--- src/rtl/mem_arbiter_pkg.sv ---
// Shared constants for the two-port RAM arbiter: FSM encodings and port IDs.
package mem_arbiter_pkg;

  localparam int unsigned STATE_W = 2;
  localparam int unsigned STRB_W  = 4;

  localparam logic [1:0] ARB_IDLE  = 2'd0;
  localparam logic [1:0] ARB_ISSUE = 2'd1;
  localparam logic [1:0] ARB_WAIT  = 2'd2;
  localparam logic [1:0] ARB_RESP  = 2'd3;

  localparam logic PORT_IF = 1'b0;
  localparam logic PORT_D  = 1'b1;

endpackage

--- src/rtl/mem_arbiter_rr2.sv ---
// Two-way request picker with a registered last-winner pointer.
module arb_rr2
  import mem_arbiter_pkg::*;
#(
  parameter int unsigned DATA_PRIORITY = 0
) (
  input  logic clk,
  input  logic reset,
  input  logic req_if,
  input  logic req_d,
  input  logic grant_en,
  output logic winner_c
);

  logic last;

  // Contention goes to data under fixed priority, else to whoever lost last time.
  always_comb begin
    winner_c = PORT_IF;
    if (req_if && req_d) begin
      if (DATA_PRIORITY != 0) winner_c = PORT_D;
      else                    winner_c = (last == PORT_IF) ? PORT_D : PORT_IF;
    end else if (req_d) begin
      winner_c = PORT_D;
    end
  end

  // Pointer starts at data so that fetch wins the first contention.
  always_ff @(posedge clk) begin
    if (!reset) begin
      last <= PORT_D;
    end else if (grant_en && (req_if || req_d)) begin
      last <= winner_c;
    end
  end

endmodule

--- src/rtl/mem_arbiter.sv ---
// Shares one single-port synchronous RAM between the fetch port and the data port.
module mem_arbiter
  import mem_arbiter_pkg::*;
#(
  parameter int unsigned ADDR_W        = 32,
  parameter int unsigned DATA_W        = 32,
  parameter int unsigned READ_LAT      = 1,
  parameter int unsigned DATA_PRIORITY = 0
) (
  input  logic              clk,
  input  logic              reset,
  input  logic              if_req_i,
  input  logic [ADDR_W-1:0] if_addr_i,
  output logic              if_ack_o,
  output logic              if_err_o,
  output logic [DATA_W-1:0] if_rdata_o,
  input  logic              d_req_i,
  input  logic              d_we_i,
  input  logic [ADDR_W-1:0] d_addr_i,
  input  logic [DATA_W-1:0] d_wdata_i,
  input  logic [STRB_W-1:0] d_wstrb_i,
  output logic              d_ack_o,
  output logic [DATA_W-1:0] d_rdata_o,
  output logic [ADDR_W-1:0] ram_addr_o,
  output logic              ram_we_o,
  output logic [STRB_W-1:0] ram_wstrb_o,
  output logic [DATA_W-1:0] ram_wdata_o,
  input  logic [DATA_W-1:0] ram_rdata_i,
  output logic              busy_o
);

  localparam int unsigned CNT_W = (READ_LAT < 1) ? 1 : $clog2(READ_LAT + 1);

  logic [STATE_W-1:0] state, next_state;
  logic [CNT_W-1:0]   cnt, cnt_n;
  logic               gnt_port, gnt_port_n;
  logic               gnt_we, gnt_we_n;
  logic               winner;
  logic               grant_en;

  logic              if_ack_n, if_err_n, d_ack_n, ram_we_n, busy_n;
  logic [DATA_W-1:0] if_rdata_n, d_rdata_n, ram_wdata_n;
  logic [ADDR_W-1:0] ram_addr_n;
  logic [STRB_W-1:0] ram_wstrb_n;

  assign grant_en = (state == ARB_IDLE);

  arb_rr2 #(
    .DATA_PRIORITY(DATA_PRIORITY)
  ) u_rr (
    .clk     (clk),
    .reset   (reset),
    .req_if  (if_req_i),
    .req_d   (d_req_i),
    .grant_en(grant_en),
    .winner_c(winner)
  );

  // Next state plus next value of every registered output.
  always_comb begin
    next_state  = state;
    cnt_n       = cnt;
    gnt_port_n  = gnt_port;
    gnt_we_n    = gnt_we;
    ram_addr_n  = ram_addr_o;
    ram_wdata_n = ram_wdata_o;
    ram_we_n    = 1'b0;
    ram_wstrb_n = '0;
    if_ack_n    = 1'b0;
    if_err_n    = 1'b0;
    d_ack_n     = 1'b0;
    if_rdata_n  = if_rdata_o;
    d_rdata_n   = d_rdata_o;

    case (state)
      ARB_IDLE: begin
        if (if_req_i || d_req_i) begin
          gnt_port_n = winner;
          if (winner == PORT_D) begin
            ram_addr_n  = d_addr_i;
            ram_wdata_n = d_wdata_i;
            ram_we_n    = d_we_i;
            ram_wstrb_n = d_we_i ? d_wstrb_i : '0;
            gnt_we_n    = d_we_i;
            next_state  = ARB_ISSUE;
          end else if (if_addr_i[1:0] != 2'b00) begin
            // Misaligned fetch: answer with an error, RAM pins untouched.
            gnt_we_n   = 1'b0;
            if_ack_n   = 1'b1;
            if_err_n   = 1'b1;
            next_state = ARB_RESP;
          end else begin
            ram_addr_n = if_addr_i;
            gnt_we_n   = 1'b0;
            next_state = ARB_ISSUE;
          end
        end
      end
      ARB_ISSUE: begin
        if (gnt_we) begin
          d_ack_n    = 1'b1;
          next_state = ARB_RESP;
        end else begin
          cnt_n      = CNT_W'(READ_LAT);
          next_state = ARB_WAIT;
        end
      end
      ARB_WAIT: begin
        if (cnt == CNT_W'(1)) begin
          if (gnt_port == PORT_IF) begin
            if_rdata_n = ram_rdata_i;
            if_ack_n   = 1'b1;
          end else begin
            d_rdata_n = ram_rdata_i;
            d_ack_n   = 1'b1;
          end
          next_state = ARB_RESP;
        end else begin
          cnt_n = cnt - CNT_W'(1);
        end
      end
      default: begin
        next_state = ARB_IDLE;
      end
    endcase

    busy_n = (next_state != ARB_IDLE);
  end

  always_ff @(posedge clk) begin
    if (!reset) begin
      state       <= ARB_IDLE;
      cnt         <= '0;
      gnt_port    <= PORT_IF;
      gnt_we      <= 1'b0;
      if_ack_o    <= 1'b0;
      if_err_o    <= 1'b0;
      if_rdata_o  <= '0;
      d_ack_o     <= 1'b0;
      d_rdata_o   <= '0;
      ram_addr_o  <= '0;
      ram_we_o    <= 1'b0;
      ram_wstrb_o <= '0;
      ram_wdata_o <= '0;
      busy_o      <= 1'b0;
    end else begin
      state       <= next_state;
      cnt         <= cnt_n;
      gnt_port    <= gnt_port_n;
      gnt_we      <= gnt_we_n;
      if_ack_o    <= if_ack_n;
      if_err_o    <= if_err_n;
      if_rdata_o  <= if_rdata_n;
      d_ack_o     <= d_ack_n;
      d_rdata_o   <= d_rdata_n;
      ram_addr_o  <= ram_addr_n;
      ram_we_o    <= ram_we_n;
      ram_wstrb_o <= ram_wstrb_n;
      ram_wdata_o <= ram_wdata_n;
      busy_o      <= busy_n;
    end
  end

endmodule

--- config.mk ---
export PLATFORM = sky130hd
export DESIGN_NAME = mem_arbiter
export DESIGN_NICKNAME = d
export VERILOG_FILES = /design/src/rtl/mem_arbiter_pkg.sv /design/src/rtl/mem_arbiter_rr2.sv /design/src/rtl/mem_arbiter.sv
export SDC_FILE = /design/constraint.sdc
export NUM_CORES = 1
export LEC_CHECK = 0
export ABC_AREA = 0
export CORE_MARGIN = 2
export CORE_UTILIZATION = 43
export CTS_CLUSTER_SIZE = 25
export DETAILED_ROUTE_END_ITERATION = 10
export PLACE_DENSITY = 0.93
export SLEW_MARGIN = 20
export SYNTH_ARGS = -nofsm -noshare
export SYNTH_HDL_FRONTEND = slang
export SYNTH_SLANG_ARGS = --single-unit
--- constraint.sdc ---
create_clock -name clk -period 3.7 [get_ports clk]
set_input_delay 1.11 -clock clk [delete_from_list [all_inputs] [get_ports clk]]
set_output_delay 1.11 -clock clk [all_outputs]
set_load 0.02 [all_outputs]
# Yosys cells after proc, flatten, opt, wreduce, memory -nomap -nowiden
# Cells that the tools add are included.
word_totals:
  word_cells: 62
  register_bits: 143
  input_bits: 137
classes:
  n_eq_ne: 4
  mux: 25
  bitwise_logic: 1
  n_addsub: 1
  n_reduce_logical: 16
op_table:
  columns: ["cell", "n"]
  rows:
  - ["$mux 32", 2]
  - ["$mux 1", 15]
  - ["$reduce_and 3->1", 5]
  - ["$mux 2", 4]
  - ["$pmux 1 s2", 3]
  - ["$pmux 2 s3", 1]
  - ["$reduce_and 2->1", 3]
  - ["$reduce_bool 2->1", 3]
  - ["$reduce_and 5->1", 1]
  - ["$ne 2x2->1 const B", 2]
  - ["$eq 2x1->1 const B", 1]
  - ["$eq 2x2->1 const B", 1]
  - ["$logic_and 1x1->1", 2]
  - ["$logic_not 2->1", 1]
  - ["$logic_or 1x1->1", 1]
  - ["$not 1->1", 1]
  - ["$sub 1x1->1 const B", 1]

# Logic depth before layout (Yosys ltp)
logic_depth:
  depth_word: 6
  mapped_depth: 8
  depth_no_buf: 6

# By module
# From an unflattened synthesis, not the netlist that was laid out.
hier_totals:
  hier_cells: 626
  area_unflattened_um2: 5639.2
modules_own_cells:
  columns: ["mod", "seq_area_each_um2", "n_inst", "cells_each", "area_per_inst_um2"]
  rows:
  - ["mem_arbiter", 2842.7, 1, 621, 5591.6]
  - ["arb_rr2", 20.0, 1, 5, 47.5]

# Worst setup path before layout
# No wires, ideal clock.
synth_timing:
  kind: "input port to flip-flop"
  from: "input port d_req_i"
  to: "register ram_wdata_o[16]"
  n_path_buf: 3
  arrival_time_ns: 2.014
  cell_stages: 6
  setup_slack_ns: 1.569
  cell_sequence: "a21boi_2 buf_6 and3_4 buf_6 buf_6 a22o_1"
synth_via:
  elab_chain_len: 3
  elab_cells_between_ends: 5
synth_rtl:
  columns: ["element", "line_no", "source"]
  rows:
  - ["from (decl)", "mem_arbiter.sv:17", "input logic d_req_i,"]
  - ["$mux 1 / $logic_and 1x1->1 (equally long branches)", "mem_arbiter_rr2.sv:23, mem_arbiter_rr2.sv:20", null]
  - ["$mux 1", "mem_arbiter_rr2.sv:20", "if (req_if && req_d) begin"]
  - ["$reduce_and 3->1 (no line) *", null, null]
  - ["to (signal assigned)", "mem_arbiter.sv:159", "ram_wdata_o <= ram_wdata_n;"]
  - ["to (decl)", "mem_arbiter.sv:27", "output logic [DATA_W-1:0] ram_wdata_o,"]
# Mark *: on every way between the ends. The rest lies on a longest branch, timed or not.
# A chain may end at the register's enable or synchronous reset.

# Final worst setup path
layout_timing:
  from: "input port if_req_i"
  to: "register ram_addr_o[10]"
layout_via:
  elab_chain_len: 4
  elab_cells_between_ends: 6
layout_rtl:
  columns: ["element", "line_no", "source"]
  rows:
  - ["from (decl)", "mem_arbiter.sv:12", "input logic if_req_i,"]
  - ["$logic_and 1x1->1", "mem_arbiter_rr2.sv:20", null]
  - ["$mux 1", "mem_arbiter_rr2.sv:20", null]
  - ["$ne 2x2->1 (no line)", null, null]
  - ["$reduce_and 3->1 (no line)", null, null]
  - ["to (signal assigned)", "mem_arbiter.sv:156", "ram_addr_o <= ram_addr_n;"]
  - ["to (decl)", "mem_arbiter.sv:24", "output logic [ADDR_W-1:0] ram_addr_o,"]
# Parallel ways exist; a longest one is shown, timed or not.

==> impl_metrics.csv <==
group,metric,value,unit
critical_path,r2r_start,"state[1]",
power_and_ir_drop,switching_share,0.305,
floorplanning,core,12500,µm²
clock_tree,clkSlewWorstSetupHoldPaths,0.06,ns
drt,post_drt_wl_per_cell,16.1,µm
critical_path,slowest_stage,"clkdlybuf4s50_1",
finish,drive_gt1_frac,0.0618,
place,globalplace.congestion,0.820,
critical_path,crit_type,"in2reg",
power_and_ir_drop,p_per_area,591,nW/µm²
clock_tree,clock_sinks,143,
finish,area_growth,62.0,%
global_routing,first_global_vias,4636,
timing,min_period,2.56,ns
power_and_ir_drop,switching_power,0.00159,W
clock_tree,post_cts_buffers,0,
critical_path,cp.required,4.01,ns
clock_tree,cts_made_buffers,17,
min_path,hold_path_depth,2,
min_path,worstHoldStart,"if_rdata_o[5]",
logic_synthesis,yosysWarnings,0,
timing,rsz0062_at_grt,"no",
timing,fmax,0.390,GHz
min_path,min_to,"if_rdata_o[5]",
floorplanning,die_w,117,µm
power_and_ir_drop,p_leak,3.55,nW
power_and_ir_drop,p_seq_frac,0.371,
critical_path,r2r_cells,6,
place,numPlacedInstances,965,
clock_tree,clk_path_buf_depth,2,
place,dp_hpwl,11.2,mm
timing,tns,0,ns
critical_path,critPathLaunchType,"input pin",
drt,drt_iter0_drc,404,
finish,final_cell_count_no_fill,997,
global_routing,grt_pass1_wl,23.5,mm
critical_path,r2r_setup_slack,1.83,ns
finish,nets,953,
timing,fin_skew,0.00867,ns
clock_tree,cts_hold_buf,0,
logic_synthesis,yosys.cell_types.count,35,
global_routing,grt.overflow.total,0,
timing,slew_violations,0,
critical_path,arrival,2.87,ns
clock_tree,htree_levels,4,
global_routing,grt_max_degree,61,
timing,layout_setup_ws,1.14,ns
logic_synthesis,synth_area,5450,µm²
logic_synthesis,syn-mean-instance-area,9.85,µm²
floorplanning,die_h,117,µm
place,pre_cts_ws,0.713,ns
place,port-buffer-count,273,
drt,finalWirelength,16.0,mm
clock_tree,cts_root_buf,"clkbuf_16",
logic_synthesis,syn_nets,694,
critical_path,r2r-end,"ram_addr_o[10]",
power_and_ir_drop,p_clk_frac,0.333,
critical_path,worstPathCellList,"clkdlybuf4s50_1 > nor3b_2 > o21a_2 > buf_12 > nand2_1 > o211a_1",
job,maxCapViolCount,0,
critical_path,crit_start,"if_req_i",
clock_tree,cts_tree,"done",
logic_synthesis,ys_seq_area_frac,0.525,
drt,drcViolationCount,0,
drt,dr.pass1.iters,4,
floorplanning,start_util,0.435,
timing,final-setup-viol-count,0,
critical_path,endpoint_kind,"flop",
drt,route.antenna.remaining_nets,0,
drt,via_count,4947,
timing,slew_headroom,0.654,
timing,worst_slew_pin_slew,0.514,ns
clock_tree,cts_resized,0,
global_routing,grt_usage,0.225,
min_path,hold_class,"reg2reg",
global_routing,antenna_found_initial,0,
clock_tree,clk_latency,0.42,ns
drt,routed_via_density,4.96,
critical_path,slowest_delay,0.59,ns
logic_synthesis,synth-seq-cells,143,
floorplanning,ios,274,
power_and_ir_drop,p_comb_frac,0.296,
critical_path,cp_num_buf_inv,2,
critical_path,path_delay_family,"buffers and inverters",
outcome,status,"complete, no violations",
critical_path,worstPathMaxFanout,27,
logic_synthesis,syn_inst,553,
timing,hold_viol,0,
finish,n_antenna_cell,0,
power_and_ir_drop,internal_power,0.00362,W
floorplanning,rows,41,
timing,min_period_over_period,0.693,
floorplanning,dieArea,13600,µm²
power_and_ir_drop,ir_worst_vdd,0.335,mV
==> worst register-to-register path, delay by kind of cell, from the launching register on <==
family	cells	cell delay, ns
AOI/OAI and AO/OA	2	0.63
DFF	1	0.36
adders and majority gates	1	0.36
buffers and inverters	2	0.33
and+or+nand+nor	1	0.09
==> worst max-delay path by stage <==
stage,slack [ns],end,cells past startpoint
after floorplan,1.57,ram_wdata_o[16],6
after global placement,0.79,ram_addr_o[8],6
after detailed placement,0.71,ram_addr_o[8],6
final,1.14,ram_addr_o[10],6
after global routing,1.01,ram_addr_o[10],6
after CTS,1.15,ram_addr_o[14],6
==> metal layers <==
metal	share of wire	vias up	GRT usage
met5	0	-	0
met4	0.027	0	0.0878
met3	0.079	31	0.0815
met2	0.51	209	0.394
met1	0.39	2289	0.250
li1	-	2418	-
==> layout make-up <==
cell class | instances | area [µm²]
clock buffer | 18 | 439
clock inverter | 14 | 165
fill | 942 | 3690
inverter | 3 | 11.3
multi-input combinational | 363 | 2310
sequential | 143 | 2860
tap | 172 | 215
timing repair buffer | 284 | 2820
==> cells in the mapped netlist <==
library cell  instances  area, µm²
nand2_1             164        616
dfxtp_1             143       2860
a21boi_1             60        450
a22o_1               32        280
mux2i_1              30        300
o211a_1              30        300
clkbuf_1             15       56.3
buf_2                14       70.1
buf_6                11        124
and3_1                5       31.3
o21a_1                5       37.5
a21boi_0              4       30.0
ha_1                  4       50.1
a21oi_1               3       15.0
inv_1                 3       11.3
nor2_1                3       11.3
o21ai_0               3       15.0
a21boi_2              2       22.5
a31o_1                2       17.5
a32oi_1               2       17.5
buf_4                 2       15.0
nor2b_1               2       12.5
nor3_1                2       10.0
and2_1                1       6.26
and2_4                1       8.76
and3_4                1       11.3
and4_1                1       8.76
buf_1                 1       3.75
clkbuf_4              1       7.51
nand2b_1              1       6.26
nand3_1               1       5.00
nor3b_2               1       12.5
o211ai_1              1       7.51
o31ai_1               1       7.51
or2_1                 1       6.26
==> placed cells by master (no fill, tap or decap), types with 2 or more instances in the layout <==
cell             instances
nor2_1                   2
clkinvlp_4               2
dfxtp_1                143
a21oi_1                  3
nor3_1                   2
inv_1                    3
o211a_1                 30
clkdlybuf4s50_1        272
bufinv_16                3
o21a_1                   4
ha_1                     4
a21boi_1                60
clkinv_2                 5
a22o_1                  32
buf_4                   10
a31o_1                   2
mux2i_1                 30
a21boi_0                 4
clkinv_4                 3
nand2_1                164
clkbuf_16               17
nor2b_1                  2
a32oi_1                  2
and3_1                   5
o21ai_0                  3
==> kinds of logic (layout without fill, tap and decap cells) <==
kind of cell             Yosys count  in the layout  synth area share
AO/OA/AOI/OAI                    145            145             0.220
buffers and inverters             47            319            0.0528
multiplexers                      30             30            0.0551
adder cells (fa/ha/maj)            4              4           0.00919
AND/OR/NAND/NOR                  184            184             0.137
flip-flops                       143            143             0.525
==> power by group through the flow <==
stage / Clock, W / Sequential [W] / Combinational, W
2_1_floorplan: 0 / 0.00220 / 0.000613
3_3_place_gp: 0 / 0.00195 / 0.00151
3_5_place_dp: 0 / 0.00196 / 0.00154
4_1_cts: 0.00176 / 0.00193 / 0.00155
5_1_grt: 0.00183 / 0.00196 / 0.00165
6_report: 0.00174 / 0.00193 / 0.00154
==> per-stage QoR <==
stage / hold slack (ns) / power, W / instance area (µm²) / utilization
after CTS: 0.454 / 0.00524 / 8820 / 0.705
after detailed placement: 0.445 / 0.00350 / 8220 / 0.657
after floorplan: 0.448 / 0.00282 / 5450 / -
after global routing: 0.465 / 0.00544 / 8820 / 0.705
final: 0.450 / 0.00521 / 8820 / 0.705
after global placement: 0.439 / 0.00346 / 8220 / 0.657
==> state kept, by name, summed over array words and instances, names as in the netlist <==
name         count
gnt_port         1
d_rdata_o       32
u_rr.last        1
cnt              1
ram_wdata_o     32
ram_addr_o      32
ram_we_o         1
if_err_o         1
state            2
if_ack_o         1
if_rdata_o      32
busy_o           1
gnt_we           1
ram_wstrb_o      4
d_ack_o          1
(Power assumes the default switching activity.)
